### config.mk
export PLATFORM = sky130hd
export DESIGN_NAME = serial_adder_flat
export DESIGN_NICKNAME = d
export VERILOG_FILES = /design/src/rtl/serial_adder_if.sv /design/src/rtl/serial_adder.sv /design/src/flat_wrapper.sv
export SDC_FILE = /design/constraint.sdc
export NUM_CORES = 1
export LEC_CHECK = 0
export BUFFER_PORTS_ARGS = -buffer_cell sky130_fd_sc_hd__buf_2
export CORE_MARGIN = 8
export CORE_UTILIZATION = 30
export CTS_CLUSTER_DIAMETER = 60
export DETAILED_ROUTE_END_ITERATION = 10
export PLACE_DENSITY_LB_ADDON = 0.08
export SETUP_SLACK_MARGIN = 0.05
export SLEW_MARGIN = 40
export SYNTH_ARGS = -nofsm -noshare
export SYNTH_HDL_FRONTEND = slang
export SYNTH_SLANG_ARGS = --single-unit
### constraint.sdc
create_clock -name clk -period 2.5 [get_ports clk]
set_clock_uncertainty 0.15 [all_clocks]
set_input_delay 0.125 -clock clk [delete_from_list [all_inputs] [get_ports clk]]
set_output_delay 0.125 -clock clk [all_outputs]
set_load 0.005 [all_outputs]
### src/rtl/serial_adder_if.sv
// Handshake and result bus between a requester and serial_adder.
// Optional signed-overflow flag present only when SERIAL_ADDER_OVF_EN is defined.
interface serial_adder_if #(
    parameter int unsigned WIDTH = 8
);
    logic             start;
    logic [WIDTH-1:0] a;
    logic [WIDTH-1:0] b;
    logic             c_in;
    logic             busy;
    logic             done;
    logic [WIDTH-1:0] sum;
    logic             c_out;
`ifdef SERIAL_ADDER_OVF_EN
    logic             ovf;

    modport master (
        output start, a, b, c_in,
        input  busy, done, sum, c_out, ovf
    );

    modport slave (
        input  start, a, b, c_in,
        output busy, done, sum, c_out, ovf
    );
`else
    modport master (
        output start, a, b, c_in,
        input  busy, done, sum, c_out
    );

    modport slave (
        input  start, a, b, c_in,
        output busy, done, sum, c_out
    );
`endif
endinterface

### src/rtl/serial_adder.sv
// Bit-serial adder: one full-adder cell iterated WIDTH times, LSB first,
// with a registered carry. Parallel sum/c_out are presented with a done pulse.
// Optional feature macro: SERIAL_ADDER_OVF_EN adds the signed-overflow output.
module serial_adder #(
    parameter int unsigned WIDTH = 8
) (
    input  logic           clk,
    input  logic           rst_n,
    serial_adder_if.slave  bus
);
    localparam int unsigned CNT_W = (WIDTH > 1) ? $clog2(WIDTH) : 1;

    typedef enum logic [1:0] {
        IDLE  = 2'd0,
        SHIFT = 2'd1,
        DONE  = 2'd2
    } state_t;

    state_t           state_q;
    state_t           state_d;

    logic [WIDTH-1:0] a_sh_q;
    logic [WIDTH-1:0] b_sh_q;
    logic [WIDTH-1:0] sum_sh_q;
    logic [WIDTH-1:0] sum_q;
    logic [CNT_W-1:0] cnt_q;
    logic             carry_q;
    logic             c_out_q;
    logic             busy_q;
    logic             done_q;
`ifdef SERIAL_ADDER_OVF_EN
    logic             ovf_q;
`endif

    logic             load_c;
    logic             step_c;
    logic             last_c;
    logic             bit_c;
    logic             carry_nxt_c;
    logic [WIDTH:0]   sum_cat_c;

    // Full-adder cell on the current LSBs and the registered carry.
    assign bit_c       = a_sh_q[0] ^ b_sh_q[0] ^ carry_q;
    assign carry_nxt_c = (a_sh_q[0] & b_sh_q[0]) | (a_sh_q[0] & carry_q) | (b_sh_q[0] & carry_q);
    // New sum bit enters at the MSB while the partial sum shifts right.
    assign sum_cat_c   = {bit_c, sum_sh_q};

    // State register.
    always_ff @(posedge clk or negedge rst_n) begin
        if (!rst_n) begin
            state_q <= IDLE;
        end else begin
            state_q <= state_d;
        end
    end

    // Next-state and datapath control decode.
    always_comb begin
        state_d = state_q;
        load_c  = 1'b0;
        step_c  = 1'b0;
        last_c  = 1'b0;
        unique case (state_q)
            IDLE: begin
                if (bus.start) begin
                    load_c  = 1'b1;
                    state_d = SHIFT;
                end
            end
            SHIFT: begin
                step_c = 1'b1;
                if (cnt_q == CNT_W'(WIDTH - 1)) begin
                    last_c  = 1'b1;
                    state_d = DONE;
                end
            end
            DONE: begin
                state_d = IDLE;
            end
            default: begin
                state_d = IDLE;
            end
        endcase
    end

    // Operand shift registers, carry and bit counter.
    always_ff @(posedge clk or negedge rst_n) begin
        if (!rst_n) begin
            a_sh_q   <= '0;
            b_sh_q   <= '0;
            sum_sh_q <= '0;
            carry_q  <= 1'b0;
            cnt_q    <= '0;
        end else if (load_c) begin
            a_sh_q  <= bus.a;
            b_sh_q  <= bus.b;
            carry_q <= bus.c_in;
            cnt_q   <= '0;
        end else if (step_c) begin
            a_sh_q   <= a_sh_q >> 1;
            b_sh_q   <= b_sh_q >> 1;
            sum_sh_q <= sum_cat_c[WIDTH:1];
            carry_q  <= carry_nxt_c;
            cnt_q    <= cnt_q + CNT_W'(1);
        end
    end

    // Registered outputs; results load only on the edge that enters DONE.
    always_ff @(posedge clk or negedge rst_n) begin
        if (!rst_n) begin
            busy_q  <= 1'b0;
            done_q  <= 1'b0;
            sum_q   <= '0;
            c_out_q <= 1'b0;
`ifdef SERIAL_ADDER_OVF_EN
            ovf_q   <= 1'b0;
`endif
        end else begin
            busy_q <= (state_d != IDLE);
            done_q <= (state_d == DONE);
            if (last_c) begin
                sum_q   <= sum_cat_c[WIDTH:1];
                c_out_q <= carry_nxt_c;
`ifdef SERIAL_ADDER_OVF_EN
                // carry_q here is the carry into the MSB position.
                ovf_q   <= carry_q ^ carry_nxt_c;
`endif
            end
        end
    end

    assign bus.busy  = busy_q;
    assign bus.done  = done_q;
    assign bus.sum   = sum_q;
    assign bus.c_out = c_out_q;
`ifdef SERIAL_ADDER_OVF_EN
    assign bus.ovf   = ovf_q;
`endif

endmodule
### src/flat_wrapper.sv
// flat-port wrapper written by rule: the top's interface ports become plain ports
module serial_adder_flat 
#(
    parameter int unsigned WIDTH = 8
)
  (clk, rst_n, bus_start, bus_a, bus_b, bus_c_in, bus_busy, bus_done, bus_sum, bus_c_out);
  serial_adder_if #(.WIDTH(WIDTH)) bus_i ();
  input  logic clk;
  input  logic rst_n;
  input wire logic [$bits(bus_i.start)-1:0] bus_start;
  input wire logic [$bits(bus_i.a)-1:0] bus_a;
  input wire logic [$bits(bus_i.b)-1:0] bus_b;
  input wire logic [$bits(bus_i.c_in)-1:0] bus_c_in;
  output wire logic [$bits(bus_i.busy)-1:0] bus_busy;
  output wire logic [$bits(bus_i.done)-1:0] bus_done;
  output wire logic [$bits(bus_i.sum)-1:0] bus_sum;
  output wire logic [$bits(bus_i.c_out)-1:0] bus_c_out;
  assign bus_i.start = bus_start;
  assign bus_i.a = bus_a;
  assign bus_i.b = bus_b;
  assign bus_i.c_in = bus_c_in;
  assign bus_busy = bus_i.busy;
  assign bus_done = bus_i.done;
  assign bus_sum = bus_i.sum;
  assign bus_c_out = bus_i.c_out;
  serial_adder #(.WIDTH(WIDTH)) u_core (.clk(clk), .rst_n(rst_n), .bus(bus_i));
endmodule
==> flow_metrics.env, run 1 <==
export IMPL_p_sw_frac=0.319
export IMPL_timing_fmax_mhz=577
export IMPL_power_density_mw_per_mm2=1180
export IMPL_path_max_fanout=20
export IMPL_final_cell_mix="dfrtp_1, buf_2, inv_1"
export IMPL_cts_resized=0
export IMPL_worst_slew_pin_slew_ns=0.594
export IMPL_synth_area_per_cell_sq_um=12.9
export IMPL_cts_htree_levels=2
export IMPL_p_int_uw=1790
export IMPL_synth_nets=171
export IMPL_pin_count=31
export IMPL_critical_path_class="register to register"
export IMPL_cts_root_buf="clkbuf_8"
export IMPL_start_kind="register"
export IMPL_hold_path_end="u_core.b_sh_q[2]$_DFFE_PN0P_"
export IMPL_insertion_delay_ns=0.28
export IMPL_core_area_sq_mm=0.00624
export IMPL_hold_viol_final=0
export IMPL_path_cells="nand3b_4 -> mux2_2"
export IMPL_cts_clk_slew_worst_paths_ns=0.08
export IMPL_grt_overflow=0
export IMPL_power_frac_comb=0.367
export IMPL_first_pass_iters=4
export IMPL_p_leak_uw=0.00103
export IMPL_via_count=1235
export IMPL_ir_drop_uv=398
export IMPL_yosysUniqueCellTypes=23
export IMPL_initial_core_util=0.306
export IMPL_pwr_share_clk=0.197
export IMPL_required_ns=2.52
export IMPL_fin_crit_sh=0.694
export IMPL_drv_cap=0
export IMPL_syn_to_final_growth_pct=16.5
export IMPL_drtAntennaViolNets=0
export IMPL_slowest_stage="dfrtp_1"
export IMPL_drc=0
export IMPL_via_per_inst=4.82
export IMPL_min_from="bus_b[2]"
export IMPL_hold_class="input port to register"
export IMPL_p_seq_frac=0.436
export IMPL_grt_max_degree=41
export IMPL_fin_tns_setup_ns=0
export IMPL_reg2reg_slack_ns=0.77
export IMPL_clock_sinks=40
export IMPL_r2r_end="u_core.bus.c_out$_DFFE_PN0P_"
export IMPL_grt_pass1_wl_mm=6.18
export IMPL_antenna_found_initial=0
export IMPL_cts_buffers=5
export IMPL_dp_hpwl_mm=2.61
export IMPL_status="completed"
export IMPL_rsz0062_at_grt="no"
export IMPL_min_path_cells=3
export IMPL_yosysSeqAreaShare=0.524
export IMPL_rr_worst_depth=2
export IMPL_p_switching_uw=841
export IMPL_die_x_um=95.8
export IMPL_r2r_start="u_core.state_q[1]$_DFF_PN0_"
export IMPL_critical_path_arrival_ns=1.76
export IMPL_grt_use_total=0.0883
export IMPL_syn_inst=148
export IMPL_routed_wl_mm=3.76
export IMPL_rows=29
export IMPL_clockBufferDepth=2
export IMPL_port_buffers=30
export IMPL_end_kind="register"
export IMPL_die_area_sq_mm=0.00918
export IMPL_final_common_cell="dfrtp_1"
export IMPL_fin_cells=256
export IMPL_yosysWarnings=0
export IMPL_setup_viol=0
export IMPL_gp_congestion=0.702
export IMPL_relSlewSlack=0.604
export IMPL_drt_wirelength_per_cell_um=14.7
export IMPL_grt_pass1_vias=1304
export IMPL_placedCellCount=245
export IMPL_drt_iter0_markers=66
export IMPL_die_h_um=95.8
export IMPL_drive_gt1_frac=0.346
export IMPL_period_minus_slack_ns=1.73
export IMPL_antenna_cells=0
export IMPL_max_stage_delay_ns=0.73
export IMPL_nets=201
export IMPL_drv_slew=0
export IMPL_synth_area_sq_mm=0.00191
export IMPL_cts_tree="yes"
export IMPL_ys_ff_latch=40
## flip-flops by register name, indices dropped and copies added, names as in the netlist, 2 cells and up
name / cells
u_core.a_sh_q: 8
u_core.b_sh_q: 8
u_core.bus.sum: 8
u_core.cnt_q: 3
u_core.state_q: 2
u_core.sum_sh_q: 7
## power by group through the flow
stage	Clock [uW]	Combinational (uW)	Sequential, uW
final	519	966	1150
after global routing	569	1070	1190
after CTS	548	991	1160
after detailed placement	0	983	1170
after global placement	0	956	1160
after floorplan	0	807	1100
## layer usage
| layer | global-route usage | routed length, um | vias to the layer above | part of all wire |
|---|---|---|---|---|
| met5 | 0 | 0 | - | 0 |
| met4 | 0.0461 | 49 | 0 | 0.013 |
| met3 | 0.0265 | 180 | 4 | 0.048 |
| met2 | 0.149 | 1820 | 25 | 0.48 |
| met1 | 0.0984 | 1710 | 620 | 0.45 |
| li1 | - | - | 586 | - |
## logic make-up (layout without fill, tap and decap cells)
logic type               count (synthesis)  in the layout  synth area share
AO/OA/AOI/OAI                           21             21            0.0903
adder cells (fa/ha/maj)                  3              3            0.0236
buffers and inverters                   32             63            0.0883
flip-flops                              40             40             0.524
multiplexers                            17             17             0.116
AND/OR/NAND/NOR                         35             35             0.158
## timing repair
action,in CTS,in global routing
hold buffers,3,0
setup buffers,0,0
endpoints found under the hold margin,42,0
## cells in the mapped netlist (all sizes together)
cell	count	area share
a211oi	14	0.055
a21oi	1	0.0026
a221oi	1	0.0046
a22o	4	0.018
and2b	1	0.0039
buf	11	0.046
clkbuf	2	0.0046
dfrtp	40	0.52
fa	1	0.010
ha	2	0.013
inv	19	0.037
mux2	17	0.12
nand2b	3	0.014
nand3b	1	0.010
nor3b	15	0.062
nor4b	15	0.069
o21bai	1	0.0098
## area by class of cell
class | count | area, sq um
fillers | 634 | 4010
inverters | 19 | 71.3
repair buffers | 36 | 205
clock inverters | 3 | 42.5
clock buffers | 5 | 68.8
multi-input cells | 76 | 742
flip-flops and latches | 40 | 1000
well taps | 77 | 96.3
## per-stage QoR
stage	power (uW)	area (sq um)	hold WS (ns)	worst slack [ns]	utilization
6_report	2630	2230	0.0490	0.766	0.357
2_1_floorplan	1910	1910	-0.321	0.930	-
4_1_cts	2690	2230	0.0387	0.762	0.357
3_5_place_dp	2150	2090	-0.00430	0.770	0.334
3_3_place_gp	2110	2080	0.161	0.821	0.334
5_1_grt	2840	2230	0.0651	0.643	0.357
## worst max-delay path: cells and delay by family, from the launching register on
kind / cells / cell delay [ns]
flops: 1 / 0.73
mux: 1 / 0.36
simple gates: 1 / 0.38
## worst max path at each step
stage	to	slack, ns	startpoint
finish	u_core.bus.c_out$_DFFE_PN0P_	0.77	u_core.state_q[1]$_DFF_PN0_
global route	u_core.bus.c_out$_DFFE_PN0P_	0.64	u_core.state_q[1]$_DFF_PN0_
CTS	u_core.bus.c_out$_DFFE_PN0P_	0.76	u_core.state_q[1]$_DFF_PN0_
detailed placement	u_core.bus.c_out$_DFFE_PN0P_	0.77	u_core.state_q[1]$_DFF_PN0_
global placement	u_core.bus.c_out$_DFFE_PN0P_	0.82	u_core.state_q[1]$_DFF_PN0_
floorplan	u_core.bus.sum[0]$_DFFE_PN0P_	0.93	u_core.cnt_q[0]$_DFFE_PN0P_
(Power assumes the default switching activity.)
==> inputs of run 2 (changes only) <==
==> constraint.sdc (replaced) <==
create_clock -name clk -period 1.53 [get_ports clk]
set_clock_uncertainty 0.15 [all_clocks]
set_input_delay 0.0765 -clock clk [delete_from_list [all_inputs] [get_ports clk]]
set_output_delay 0.0765 -clock clk [all_outputs]
set_load 0.005 [all_outputs]
==> flow_metrics.env, run 2 (synthesized netlist as in run 1, its figures left out) <==
export IMPL_path_max_fanout=6
export IMPL_insertion_delay_ns=0.28
export IMPL_slowest_stage="dfrtp_1"
export IMPL_cp_top_family="flip-flops"
export IMPL_die_x_um=95.8
export IMPL_power_density_mw_per_mm2=1810
export IMPL_critical_path_arrival_ns=1.51
export IMPL_hold_class="input port to register"
export IMPL_path_cells="ha_2 -> ha_4 -> nand3b_4 -> mux2_4"
export IMPL_setup_viol=0
export IMPL_grt_max_degree=33
export IMPL_grt_overflow=0
export IMPL_cts_buffers=5
export IMPL_fillers=625
export IMPL_cts_tree="yes"
export IMPL_relSlewSlack=0.715
export IMPL_via_per_inst=4.67
export IMPL_core_area_sq_mm=0.00624
export IMPL_fin_tns_setup_ns=0
export IMPL_drc=0
export IMPL_nets=213
export IMPL_dpl_worst_slack_ns=-0.0219
export IMPL_drtAntennaViolNets=0
export IMPL_initial_core_util=0.306
export IMPL_die_area_sq_mm=0.00918
export IMPL_pin_count=31
export IMPL_start_kind="register"
export IMPL_antenna_cells=0
export IMPL_final_cell_mix="dfrtp_1, buf_2, inv_1"
export IMPL_critical_path_class="register to register"
export IMPL_syn_to_final_growth_pct=25.4
export IMPL_status="completed"
export IMPL_drt_iter0_markers=45
export IMPL_final_common_cell="dfrtp_1"
export IMPL_cts_clk_slew_worst_paths_ns=0.07
export IMPL_clock_sinks=40
export IMPL_cts_htree_levels=2
export IMPL_ir_drop_uv=772
export IMPL_via_count=1248
export IMPL_placedCellCount=252
export IMPL_p_leak_uw=0.00110
export IMPL_worst_slack_ns=0.0428
export IMPL_first_pass_iters=4
export IMPL_drive_gt1_frac=0.416
export IMPL_gp_congestion=0.690
export IMPL_clockBufferDepth=2
export IMPL_rows=29
export IMPL_max_stage_delay_ns=0.38
export IMPL_worst_slew_pin_slew_ns=0.428
export IMPL_die_h_um=95.8
export IMPL_antenna_found_initial=0
export IMPL_fin_crit_sh=0.972
export IMPL_cts_root_buf="clkbuf_8"
export IMPL_port_buffers=30
export IMPL_grt_pass1_wl_mm=6.49
export IMPL_period_minus_slack_ns=1.49
export IMPL_routed_wl_mm=3.82
export IMPL_drv_cap=0
export IMPL_worst_path_buf_inv=0
export IMPL_required_ns=1.55
export IMPL_hold_viol_final=0
export IMPL_fin_cells=267
export IMPL_fin_util=0.384
export IMPL_grt_pass1_vias=1332
export IMPL_timing_fmax_mhz=672
export IMPL_dp_hpwl_mm=2.64
export IMPL_end_kind="register"
export IMPL_drv_slew=0
export IMPL_grt_use_total=0.0919
export IMPL_rsz0062_at_grt="yes"
export IMPL_drt_wirelength_per_cell_um=14.3
==> run 2: cell type report <==
class                           count  area (sq um)  area share
Tap cell                           77          96.3      0.0402
Clock buffer                        6          72.6      0.0303
Inverter                           19          71.3      0.0297
Multi-Input combinational cell     77           820       0.342
Clock inverter                      1          5.00     0.00209
Timing Repair Buffer               47           330       0.138
Sequential cell                    40          1000       0.418
==> run 2: worst paths after layout <==
path / from / depth (start not counted) / slack [ns] / to
min reg2reg: u_core.cnt_q[1]$_DFFE_PN0P_ / 1 / 0.36 / u_core.cnt_q[1]$_DFFE_PN0P_
min in group asynchronous: rst_n / 2 / 0.12 / u_core.bus.busy$_DFF_PN0_
max: u_core.cnt_q[0]$_DFFE_PN0P_ / 4 / 0.04 / u_core.bus.sum[0]$_DFFE_PN0P_
min: bus_a[1] / 3 / 0.01 / u_core.a_sh_q[1]$_DFFE_PN0P_
max reg2reg: u_core.cnt_q[0]$_DFFE_PN0P_ / 4 / 0.04 / u_core.bus.sum[0]$_DFFE_PN0P_
max in group asynchronous: rst_n / 3 / 0.63 / u_core.state_q[1]$_DFF_PN0_
==> run 2: timing repair <==
action                                 CTS  global route
hold buffers                             6             0
endpoints found under the hold margin   45             0
cloned                                   1             0
gates resized for setup                  3             7
setup endpoints to repair               10            15
setup buffers                            1             0
pin swaps                                2             0
==> run 2: through the flow <==
| step | cell area (sq um) | hold slack (ns) | total power (uW) |
|---|---|---|---|
| 2_1_floorplan | 1930 | -0.369 | 3150 |
| 3_3_place_gp | 2190 | -0.116 | 3610 |
| 3_5_place_dp | 2190 | -0.113 | 3650 |
| 4_1_cts | 2360 | 0.00555 | 4400 |
| 5_1_grt | 2400 | 0.00842 | 4710 |
| 6_report | 2400 | 0.0116 | 4350 |
==> run 2: power breakdown <==
part | switching [uW] | internal, uW
logic | 777 | 1060
clock network | 341 | 310
registers | 297 | 1560
==> run 2: per-layer routing <==
metal / global-route usage / routed length [um] / up-vias
met5: 0 / 0 / -
met4: 0.0423 / 64 / 0
met3: 0.0304 / 206 / 8
met2: 0.132 / 1650 / 28
met1: 0.122 / 1900 / 606
li1: - / - / 606
==> run 2: worst register-to-register path: stages (launching register included) <==
cell and delay (ns):
dfrtp_1 0.38, ha_2 0.20, ha_4 0.18, nand3b_4 0.15
mux2_4 0.32
==> inputs of run 3 (changes only) <==
--- a/config.mk
+++ b/config.mk
@@ -8,6 +8,7 @@
 export BUFFER_PORTS_ARGS = -buffer_cell sky130_fd_sc_hd__buf_2
 export CORE_MARGIN = 8
 export CORE_UTILIZATION = 30
+export CTS_BUF_LIST = sky130_fd_sc_hd__clkbuf_4
 export CTS_CLUSTER_DIAMETER = 60
 export DETAILED_ROUTE_END_ITERATION = 10
 export PLACE_DENSITY_LB_ADDON = 0.08
==> flow_metrics.env, run 3 (synthesized netlist as in run 1, its figures left out) <==
export IMPL_hold_viol_final=0
export IMPL_p_sw_frac=0.335
export IMPL_final_common_cell="dfrtp_1"
export IMPL_via_per_inst=4.66
export IMPL_routed_wl_mm=3.95
export IMPL_grt_overflow=0
export IMPL_rows=29
export IMPL_clock_sinks=40
export IMPL_status="completed"
export IMPL_cts_root_buf="clkbuf_4"
export IMPL_power_density_mw_per_mm2=1690
export IMPL_antenna_found_initial=0
export IMPL_grt_use_total=0.0951
export IMPL_fin_util=0.405
export IMPL_critical_path_arrival_ns=1.58
export IMPL_period_minus_slack_ns=1.48
export IMPL_pwr_share_clk=0.122
export IMPL_drt_wirelength_per_cell_um=14.1
export IMPL_ir_drop_uv=741
export IMPL_initial_core_util=0.306
export IMPL_hold_class="input port to async pin"
export IMPL_fillers=612
export IMPL_drv_slew=0
export IMPL_p_leak_uw=0.00116
export IMPL_path_max_fanout=6
export IMPL_grt_pass1_wl_mm=6.76
export IMPL_drive_gt1_frac=0.409
export IMPL_p_seq_frac=0.435
export IMPL_core_area_sq_mm=0.00624
export IMPL_end_kind="register"
export IMPL_critical_path_class="register to register"
export IMPL_gp_congestion=0.690
export IMPL_via_count=1306
export IMPL_relSlewSlack=0.717
export IMPL_insertion_delay_ns=0.34
export IMPL_fin_crit_sh=0.970
export IMPL_syn_to_final_growth_pct=32.2
export IMPL_cts_tree="yes"
export IMPL_die_area_sq_mm=0.00918
export IMPL_cts_buffers=5
export IMPL_dp_hpwl_mm=2.64
export IMPL_power_frac_comb=0.443
export IMPL_timing_fmax_mhz=674
export IMPL_rsz0062_at_grt="yes"
export IMPL_grt_pass1_vias=1375
export IMPL_drc=0
export IMPL_grt_max_degree=33
export IMPL_required_ns=1.62
export IMPL_p_switching_uw=1430
export IMPL_pin_count=31
export IMPL_p_int_uw=2830
export IMPL_drv_cap=0
export IMPL_final_cell_mix="dfrtp_1, buf_2, inv_1, dlygate4sd3_1"
export IMPL_cts_htree_levels=2
export IMPL_port_buffers=30
export IMPL_worst_slew_pin_slew_ns=0.424
export IMPL_fin_tns_setup_ns=0
export IMPL_antenna_cells=0
export IMPL_setup_viol=0
export IMPL_cts_clk_slew_worst_paths_ns=0.12
export IMPL_first_pass_iters=4
export IMPL_drt_iter0_markers=34
export IMPL_die_x_um=95.8
export IMPL_start_kind="register"
export IMPL_nets=226
export IMPL_die_h_um=95.8
export IMPL_clockBufferDepth=2
export IMPL_drtAntennaViolNets=0
## run 3: worst paths after layout
kind / from / to / slack (ns) / cells after the start
max in group asynchronous: rst_n / u_core.a_sh_q[0]$_DFFE_PN0P_ / 0.70 / 3
setup / recovery: u_core.cnt_q[0]$_DFFE_PN0P_ / u_core.bus.sum[0]$_DFFE_PN0P_ / 0.05 / 4
hold / removal: rst_n / u_core.bus.busy$_DFF_PN0_ / 0.05 / 2
min in group clk: bus_a[7] / u_core.a_sh_q[7]$_DFFE_PN0P_ / 0.33 / 3
hold reg to reg: u_core.cnt_q[1]$_DFFE_PN0P_ / u_core.cnt_q[1]$_DFFE_PN0P_ / 0.37 / 1
setup reg to reg: u_core.cnt_q[0]$_DFFE_PN0P_ / u_core.bus.sum[0]$_DFFE_PN0P_ / 0.05 / 4
## run 3: repair_timing
item	in CTS	in global routing
hold endpoints to repair	58	0
setup buffers	1	0
gates cloned	1	0
pin swaps	1	1
hold buffers	19	0
setup endpoints to repair	10	20
gates resized for setup	1	13
## run 3: layout make-up
class	instances	area, sq um	share of cell area
Multi-Input combinational cell	77	847	0.335
Clock inverter	1	5.00	0.00198
Sequential cell	40	1000	0.397
Tap cell	77	96.3	0.0381
Timing Repair Buffer	60	460	0.182
Inverter	19	71.3	0.0282
Clock buffer	6	45.0	0.0178
## run 3: power by group through the flow
stage | Combinational [uW] | Clock [uW] | Sequential [uW]
3_5_place_dp | 1770 | 0 | 1880
4_1_cts | 1860 | 551 | 1860
2_1_floorplan | 1340 | 0 | 1810
5_1_grt | 2100 | 609 | 1920
6_report | 1890 | 519 | 1850
3_3_place_gp | 1750 | 0 | 1870
## run 3: metal layers
| metal | GRT usage | share of wire | vias to the layer above |
|---|---|---|---|
| met1 | 0.125 | 0.49 | 634 |
| met4 | 0.0499 | 0.019 | 0 |
| li1 | - | - | 634 |
| met3 | 0.0296 | 0.056 | 8 |
| met2 | 0.137 | 0.44 | 30 |
| met5 | 0 | 0 | - |
## run 3: stage by stage
stage	setup slack [ns]	cells	hold WS, ns	total power, uW	cell area (sq um)
after floorplan	0.0384	148	-0.369	3150	1930
after global placement	-0.00937	252	-0.116	3610	2190
after detailed placement	-0.0219	252	-0.113	3650	2190
after CTS	0.0193	280	0.0555	4270	2450
after global routing	0.0183	280	0.0557	4630	2530
final	0.0460	280	0.0465	4260	2530
## run 3: worst max-delay path, cell delays in order, from the launching register on
cell      delay [ns]
dfrtp_1         0.40
ha_2            0.20
ha_4            0.18
nand3b_4        0.15
mux2_4          0.31
